`src/rtl/dac_sample_sequencer.sv`:
```
`default_nettype none
// ============================================================================
// Module   : dac_sample_sequencer
// Brief    : FIFO-buffered sample feeder that issues one DAC transfer per rate
//            tick. Define DACSEQ_URCNT_EN to add the urcnt underrun counter.
// Revision : 1.0 - initial release
// ============================================================================
module dac_sample_sequencer #(
  parameter int         RATE_DIV = 200,
  parameter int         DEPTH    = 16,
  parameter logic [7:0] CMD      = 8'h30,
  parameter logic [7:0] IDLE_VAL = 8'h80
) (
  input  logic                     seqclk,
  input  logic                     seqrst,
  input  logic                     seqen,
  input  logic                     wr_en,
  input  logic [7:0]               wr_data,
  input  logic                     stclr,
  output logic                     full,
  output logic                     empty,
  output logic [$clog2(DEPTH):0]   level,
  output logic                     ovf,
  output logic                     late,
  output logic                     dacdav,
  input  logic                     davdac,
  output logic [7:0]               daccmd,
  output logic [7:0]               dacdata
`ifdef DACSEQ_URCNT_EN
  ,
  output logic [7:0]               urcnt
`endif
);

  localparam int AW = $clog2(DEPTH);
  localparam int LW = AW + 1;
  localparam int CW = $clog2(RATE_DIV);

  typedef enum logic [2:0] {S_IDLE, S_LOAD, S_SEND, S_WAIT, S_REL} state_t;

  state_t          state_q, state_d;
  logic [CW-1:0]   cnt_q, cnt_d;
  logic            pend_q, pend_d;
  logic            late_q, late_d;
  logic            ovf_q, ovf_d;
  logic [AW-1:0]   wptr_q, wptr_d, rptr_q, rptr_d;
  logic [LW-1:0]   level_q, level_d;
  logic [7:0]      data_q, data_d;
  logic [7:0]      cmd_q, cmd_d;
  logic [7:0]      mem_q [DEPTH];

  logic tick, load, pop, push, full_w, empty_w;

  assign full_w  = (level_q == LW'(DEPTH));
  assign empty_w = (level_q == '0);
  assign tick    = seqen && (cnt_q == CW'(RATE_DIV - 1));
  assign load    = (state_q == S_LOAD);
  assign pop     = load && !empty_w;
  assign push    = wr_en && (!full_w || pop);

  always_comb begin
    state_d = state_q;
    unique case (state_q)
      S_IDLE:  if (pend_q) state_d = S_LOAD;
      S_LOAD:  state_d = S_SEND;
      S_SEND:  state_d = S_WAIT;  // guard cycle: a stale ACK is ignored here
      S_WAIT:  if (davdac) state_d = S_REL;
      S_REL:   state_d = S_IDLE;
      default: state_d = S_IDLE;
    endcase
  end

  // A tick landing on the LOAD cycle re-arms pending rather than counting as late.
  always_comb begin
    cnt_d  = '0;
    if (seqen) cnt_d = tick ? '0 : cnt_q + 1'b1;
    pend_d = seqen && (tick || (pend_q && !load));
    late_d = (tick && pend_q && !load) || (late_q && !stclr);
    ovf_d  = (wr_en && !push) || (ovf_q && !stclr);
    wptr_d = push ? wptr_q + AW'(1) : wptr_q;
    rptr_d = pop  ? rptr_q + AW'(1) : rptr_q;
    level_d = level_q;
    if (push && !pop) level_d = level_q + LW'(1);
    else if (pop && !push) level_d = level_q - LW'(1);
    data_d = pop ? mem_q[rptr_q] : data_q;
    cmd_d  = load ? CMD : cmd_q;
  end

  always_ff @(posedge seqclk) begin
    if (seqrst) begin
      state_q <= S_IDLE;
      cnt_q   <= '0;
      pend_q  <= 1'b0;
      late_q  <= 1'b0;
      ovf_q   <= 1'b0;
      wptr_q  <= '0;
      rptr_q  <= '0;
      level_q <= '0;
      data_q  <= IDLE_VAL;
      cmd_q   <= CMD;
    end else begin
      state_q <= state_d;
      cnt_q   <= cnt_d;
      pend_q  <= pend_d;
      late_q  <= late_d;
      ovf_q   <= ovf_d;
      wptr_q  <= wptr_d;
      rptr_q  <= rptr_d;
      level_q <= level_d;
      data_q  <= data_d;
      cmd_q   <= cmd_d;
    end
  end

  always_ff @(posedge seqclk) begin
    if (push) mem_q[wptr_q] <= wr_data;
  end

`ifdef DACSEQ_URCNT_EN
  logic [7:0] urcnt_q, urcnt_d;

  // Clear first, then count, so an underrun coincident with stclr is kept.
  always_comb begin
    urcnt_d = stclr ? 8'h00 : urcnt_q;
    if (load && empty_w && (urcnt_d != 8'hFF)) urcnt_d = urcnt_d + 8'h01;
  end

  always_ff @(posedge seqclk) begin
    if (seqrst) urcnt_q <= 8'h00;
    else        urcnt_q <= urcnt_d;
  end

  assign urcnt = urcnt_q;
`endif

  assign full    = full_w;
  assign empty   = empty_w;
  assign level   = level_q;
  assign ovf     = ovf_q;
  assign late    = late_q;
  assign dacdav  = (state_q == S_SEND) || (state_q == S_WAIT);
  assign daccmd  = cmd_q;
  assign dacdata = data_q;

endmodule
`default_nettype wire

```
`config.mk`:
```
export PLATFORM = sky130hd
export DESIGN_NAME = dac_sample_sequencer
export DESIGN_NICKNAME = d
export VERILOG_FILES = /design/src/rtl/dac_sample_sequencer.sv
export SDC_FILE = /design/constraint.sdc
export NUM_CORES = 1
export LEC_CHECK = 0
export ABC_AREA = 1
export CORE_MARGIN = 3
export CORE_UTILIZATION = 64
export CTS_CLUSTER_SIZE = 10
export DETAILED_ROUTE_END_ITERATION = 8
export PLACE_DENSITY = 0.85
export SYNTH_ARGS = -nofsm -noshare
export SYNTH_HDL_FRONTEND = slang
export SYNTH_SLANG_ARGS = --single-unit
export TNS_END_PERCENT = 1
```
`constraint.sdc`:
```
create_clock -name seqclk -period 3.98 [get_ports seqclk]
set_clock_uncertainty 0.15 [all_clocks]
set_input_delay 1.194 -clock seqclk [delete_from_list [all_inputs] [get_ports seqclk]]
set_output_delay 1.194 -clock seqclk [all_outputs]
set_load 0.1 [all_outputs]
```
==> flow_metrics.env, run 1 <==
export IMPL_status="finished clean"
export IMPL_final_cells=915
export IMPL_crit_type="in -> reg"
export IMPL_syn_cell_area_um2=7160
export IMPL_relSlewSlack_pct=30.2
export IMPL_post_dp_cell_area_um2=7430
export IMPL_p_leak_nw=3.33
export IMPL_dp_cells=885
export IMPL_drt_antenna_violating_nets=0
export IMPL_cts_resized=0
export IMPL_ios=40
export IMPL_h_tree_depth=4
export IMPL_nets=793
export IMPL_clkSlewWorstSetupHoldPaths_ns=0.06
export IMPL_antenna_found_initial=0
export IMPL_async_reset_ff_share_pct=0
export IMPL_grt_overflow=0
export IMPL_cts_setup_buffers=0
export IMPL_design_area_um2=7920
export IMPL_fmax_mhz=325
export IMPL_synthFlopType="edfxtp_1"
export IMPL_clock_latency_ns=0.54
export IMPL_tritoncts="built"
export IMPL_wl_um=16400
export IMPL_die_w_um=112
export IMPL_cp_start_kind="input pin"
export IMPL_clock_sinks=163
export IMPL_die_h_um=112
export IMPL_rows=37
export IMPL_drc=0
export IMPL_die_area_um2=12500
export IMPL_finalHoldViolations=0
export IMPL_drive_gt1_share_pct=7.19
export IMPL_min_period_over_period_pct=77.3
export IMPL_holdWs_ns=0.328
export IMPL_cts_buffers=17
export IMPL_drt_vias_per_instance=5.68
export IMPL_grt_usage_pct=27.3
export IMPL_grt_pass1_wl_um=26000
export IMPL_p_seq_share_pct=45.9
export IMPL_avgSynthCellArea_um2=9.61
export IMPL_final_util_pct=74.7
export IMPL_dr_total_vias=5199
export IMPL_hp_class="reg -> reg"
export IMPL_root_buffer="clkbuf_8"
export IMPL_syn_to_final_growth_pct=10.7
export IMPL_critPathArrivalTime_ns=3.34
export IMPL_synth_cell_types=31
export IMPL_powerDensity_nw_per_um2=535
export IMPL_yosysWarnings=0
export IMPL_rsz0062_at_grt="no"
export IMPL_cp_end_kind="register"
export IMPL_ys_ff_latch=163
export IMPL_diodes=0
export IMPL_routedWlPerCell_um=17.9
export IMPL_core_um2=10600
export IMPL_setup_tns_ns=0
export IMPL_firstDrtPassIters=5
export IMPL_p_sw_w=0.00132
export IMPL_synth_cells=745
export IMPL_pwr_share_comb_pct=21.0
export IMPL_internal_power_w=0.00292
export IMPL_tightest_slew_ns=1.05
export IMPL_synth_top_cell_area_share_pct=53.7
export IMPL_yosysSeqAreaShare_pct=63.5
export IMPL_yosys_top_cells_area="edfxtp_1, nand2_1, dfxtp_1"
export IMPL_clk_path_buf_depth=2
export IMPL_worstPathMaxFanout=7
export IMPL_power_share_switching_pct=31.2
export IMPL_clkPwrFrac_pct=33.1
export IMPL_cap_violations=0
export IMPL_synth_edff_count=128
export IMPL_worstPathRequired_ns=4.25
export IMPL_grt_max_degree=68
export IMPL_layout_min_cycle_time_ns=3.08
export IMPL_place_hpwl_um=10400
export IMPL_cts_hold_buffers=0
export IMPL_drt_iter0_drc=524
export IMPL_grt_pass1_vias=5192
export IMPL_initial_core_util_pct=67.5
export IMPL_finalSetupViolCount=0
export IMPL_peakVddDrop_mv=0.389
export IMPL_io_buffer_count=31
export IMPL_finalMaxSlewViolations=0
export IMPL_place_gp_congestion=0.928
export IMPL_synth_top_cell_by_area="edfxtp_1"
registers in the layout (all words and copies together), names as in the netlist:
register / flops
pend_q: 1
wptr_q: 4
cnt_q: 8
level: 5
late: 1
rptr_q: 4
dacdata: 8
mem_q: 128
ovf: 1
state_q: 3
cell families (layout without fill, tap and decap cells):
family / count (synthesis) / count (layout) / synth area share (%)
buffers and inverters: 135 / 163 / 8.27
AOI/OAI and AO/OA: 32 / 32 / 2.39
adders and majority gates: 11 / 11 / 2.03
and+or+nand+nor: 395 / 395 / 22.9
DFF: 163 / 163 / 63.5
xor gates and xnor gates: 7 / 7 / 0.857
other: 2 / 8 / 0.105
power groups by stage:
stage	clock, W	combinational (W)	sequential (W)
after global placement	0	0.000843	0.00198
after CTS	0.00142	0.000880	0.00195
final	0.00140	0.000890	0.00195
after global routing	0.00149	0.000950	0.00195
after floorplan	0	0.000483	0.00216
after detailed placement	0	0.000871	0.00198
layout by cell type, fill, tap and decap left out, types with 6 or more instances in the layout:
cell	count
xor2_1	6
nand2_1	240
clkbuf_16	16
ha_1	10
buf_4	22
inv_2	7
nand3_1	92
clkdlybuf4s50_1	13
nor2_1	49
dfxtp_1	34
a21oi_1	18
edfxtp_1	128
inv_1	90
conb_1	8
path summary, 6_finish.rpt:
check                start        to  slack, ns  cells after the start
hold reg to reg   cnt_q[0]  cnt_q[0]       0.33                      1
hold / removal    cnt_q[0]  cnt_q[0]       0.33                      1
setup reg to reg  level[1]  level[3]       1.27                     14
setup / recovery     wr_en  level[4]       0.90                     12
per-stage QoR:
| stage | worst slack (ns) | total power [W] |
|---|---|---|
| finish | 0.905 | 0.00424 |
| global route | 0.780 | 0.00439 |
| CTS | 0.960 | 0.00424 |
| detailed placement | 0.458 | 0.00285 |
| global placement | 0.583 | 0.00282 |
| floorplan | 0.226 | 0.00264 |
routing by layer:
layer	wire length, um	share of wire [%]	track usage (%)
met1	6260	38	33.6
met5	0	0	0
met2	8180	50	45.7
met3	1260	7.7	6.03
met4	647	4.0	13.7
Yosys cell counts, drive strengths merged (4+ instances only):
cell type    n
o21ai        9
dfxtp       35
inv         97
nand2      242
xor2         6
clkbuf       4
nor2        50
nor3         6
buf         33
edfxtp     128
a21oi       18
ha          10
nand3       92
critical path, cell delays in order:
cell	delay, ns
clkdlybuf4s50_1	0.49
nand2_2	0.11
inv_2	0.14
ha_1	0.22
inv_1	0.12
fa_1	0.43
a21oi_1	0.21
nor2_1	0.08
o21bai_1	0.16
nand2_1	0.07
nand2_1	0.06
a21oi_1	0.06
area by class of cell:
| cell class | instances | area (um2) |
|---|---|---|
| timing repair buffer | 35 | 295 |
| inverter | 98 | 369 |
| fill | 700 | 2680 |
| tap | 136 | 170 |
| clock inverter | 9 | 66.3 |
| sequential | 163 | 4550 |
| clock buffer | 21 | 429 |
| multi-input combinational | 453 | 2050 |
Note: power is estimated with default switching activity, not from simulation.
==> run 2: changes to the inputs <==
- CORE_UTILIZATION: 64 -> 59
- PLACE_DENSITY: 0.85 -> 0.79
- clock period: 3.98 -> 2.9 ns (I/O delays scaled with it)
==> flow_metrics.env, run 2 (same netlist as run 1, synthesis figures left out) <==
export IMPL_status="finished clean"
export IMPL_routedWlPerCell_um=16.5
export IMPL_fmax_mhz=393
export IMPL_grt_pass1_wl_um=25200
export IMPL_rr_startpoint="level[2]"
export IMPL_grt_pass1_vias=5082
export IMPL_finalMaxSlewViolations=0
export IMPL_worstPathRequired_ns=1.88
export IMPL_root_buffer="clkbuf_16"
export IMPL_drc=0
export IMPL_crit_type="reg -> out"
export IMPL_nets=818
export IMPL_register_area_um2=4560
export IMPL_worstPathMaxFanout=4
export IMPL_clk_path_buf_depth=2
export IMPL_cp_start_kind="register"
export IMPL_cts_setup_buffers=0
export IMPL_grt_usage_pct=25.3
export IMPL_min_period_over_period_pct=87.8
export IMPL_cap_violations=0
export IMPL_dr_total_vias=5151
export IMPL_io_buffer_count=31
export IMPL_multi_input_area_um2=2050
export IMPL_min_from="cnt_q[0]"
export IMPL_syn_to_final_growth_pct=15.6
export IMPL_die_w_um=116
export IMPL_relSlewSlack_pct=39.4
export IMPL_peakVddDrop_mv=0.579
export IMPL_n_fill_cell=816
export IMPL_setup_slack_ns=0.354
export IMPL_layout_commonest_cell="nand2_1"
export IMPL_core_um2=11600
export IMPL_top_register="mem_q"
export IMPL_cts_buffers=17
export IMPL_diodes=0
export IMPL_powerDensity_nw_per_um2=749
export IMPL_clkSlewWorstSetupHoldPaths_ns=0.06
export IMPL_setup_tns_ns=0
export IMPL_initial_core_util_pct=61.6
export IMPL_clock_latency_ns=0.42
export IMPL_finalHoldViolations=0
export IMPL_rsz0062_at_grt="no"
export IMPL_drt_vias_per_instance=5.43
export IMPL_clock_sinks=163
export IMPL_drt_iter0_drc=402
export IMPL_rows=39
export IMPL_die_h_um=116
export IMPL_place_gp_congestion=0.813
export IMPL_h_tree_depth=4
export IMPL_die_area_um2=13500
export IMPL_drive_gt1_share_pct=11.8
export IMPL_tritoncts="built"
export IMPL_mostFrequentLayoutCells="nand2_1, edfxtp_1, nand3_1"
export IMPL_ios=40
export IMPL_drt_antenna_violating_nets=0
export IMPL_cp_startpoint="state_q[1]"
export IMPL_place_hpwl_um=9870
export IMPL_p_leak_nw=3.52
export IMPL_hp_class="reg -> reg"
export IMPL_largest_reg_flops=128
export IMPL_cts_hold_buffers=0
export IMPL_antenna_found_initial=0
export IMPL_cts_resized=0
export IMPL_finalSetupViolCount=0
export IMPL_grt_overflow=0
export IMPL_cp_end_kind="output port"
export IMPL_tightest_slew_ns=0.910
export IMPL_place_ws_ns=-0.0118
export IMPL_critPathArrivalTime_ns=1.53
export IMPL_grt_max_degree=68
export IMPL_wl_um=15700
export IMPL_layout_min_cycle_time_ns=2.55
export IMPL_firstDrtPassIters=5
==> run 2: path summary, 6_finish.rpt <==
| check | to | slack [ns] | depth (start not counted) |
|---|---|---|---|
| setup / recovery | dacdav | 0.35 | 5 |
| hold reg to reg | cnt_q[0] | 0.31 | 1 |
| hold / removal | cnt_q[0] | 0.31 | 1 |
| setup reg to reg | level[4] | 0.56 | 16 |
==> run 2: per-stage QoR <==
stage | total power (W) | hold slack [ns] | utilization (%) | cell area [um2] | cells
3_5_place_dp | 0.00396 | 0.302 | 66.1 | 7670 | 917
2_1_floorplan | 0.00365 | 0.268 | - | 7210 | 751
4_1_cts | 0.00624 | 0.316 | 71.3 | 8280 | 949
6_report | 0.00620 | 0.305 | 71.3 | 8280 | 949
3_3_place_gp | 0.00394 | 0.276 | 66.1 | 7670 | 917
5_1_grt | 0.00647 | 0.346 | 71.3 | 8280 | 949
==> run 2: metal layers <==
layer	track usage, %	routed length (um)	vias up	part of all wire, %
li1	-	-	2500	-
met1	31.2	6350	2434	40
met2	42.3	7850	180	50
met3	5.34	1090	37	6.9
met4	12.9	405	0	2.6
met5	0	0	-	0
==> run 2: critical path: stages, from the launching register on <==
cell	delay (ns)
dfxtp_1	0.42
inv_1	0.06
nor3_1	0.23
inv_1	0.10
nand2_1	0.11
buf_12	0.18
==> run 2: cell type report <==
cell class,instances,area share (%)
multi-input combinational,453,24.8
inverter,98,4.46
clock inverter,11,1.94
timing repair buffer,60,6.14
sequential,163,55.2
clock buffer,21,5.32
tap,143,2.16
==> run 2: where the power goes <==
part,switching (W),internal (W),total [W]
Sequential,0.0000604,0.00262,0.00268
Combinational,0.000920,0.000322,0.00124
Clock,0.000845,0.00143,0.00228
Total,0.00183,0.00437,0.00620
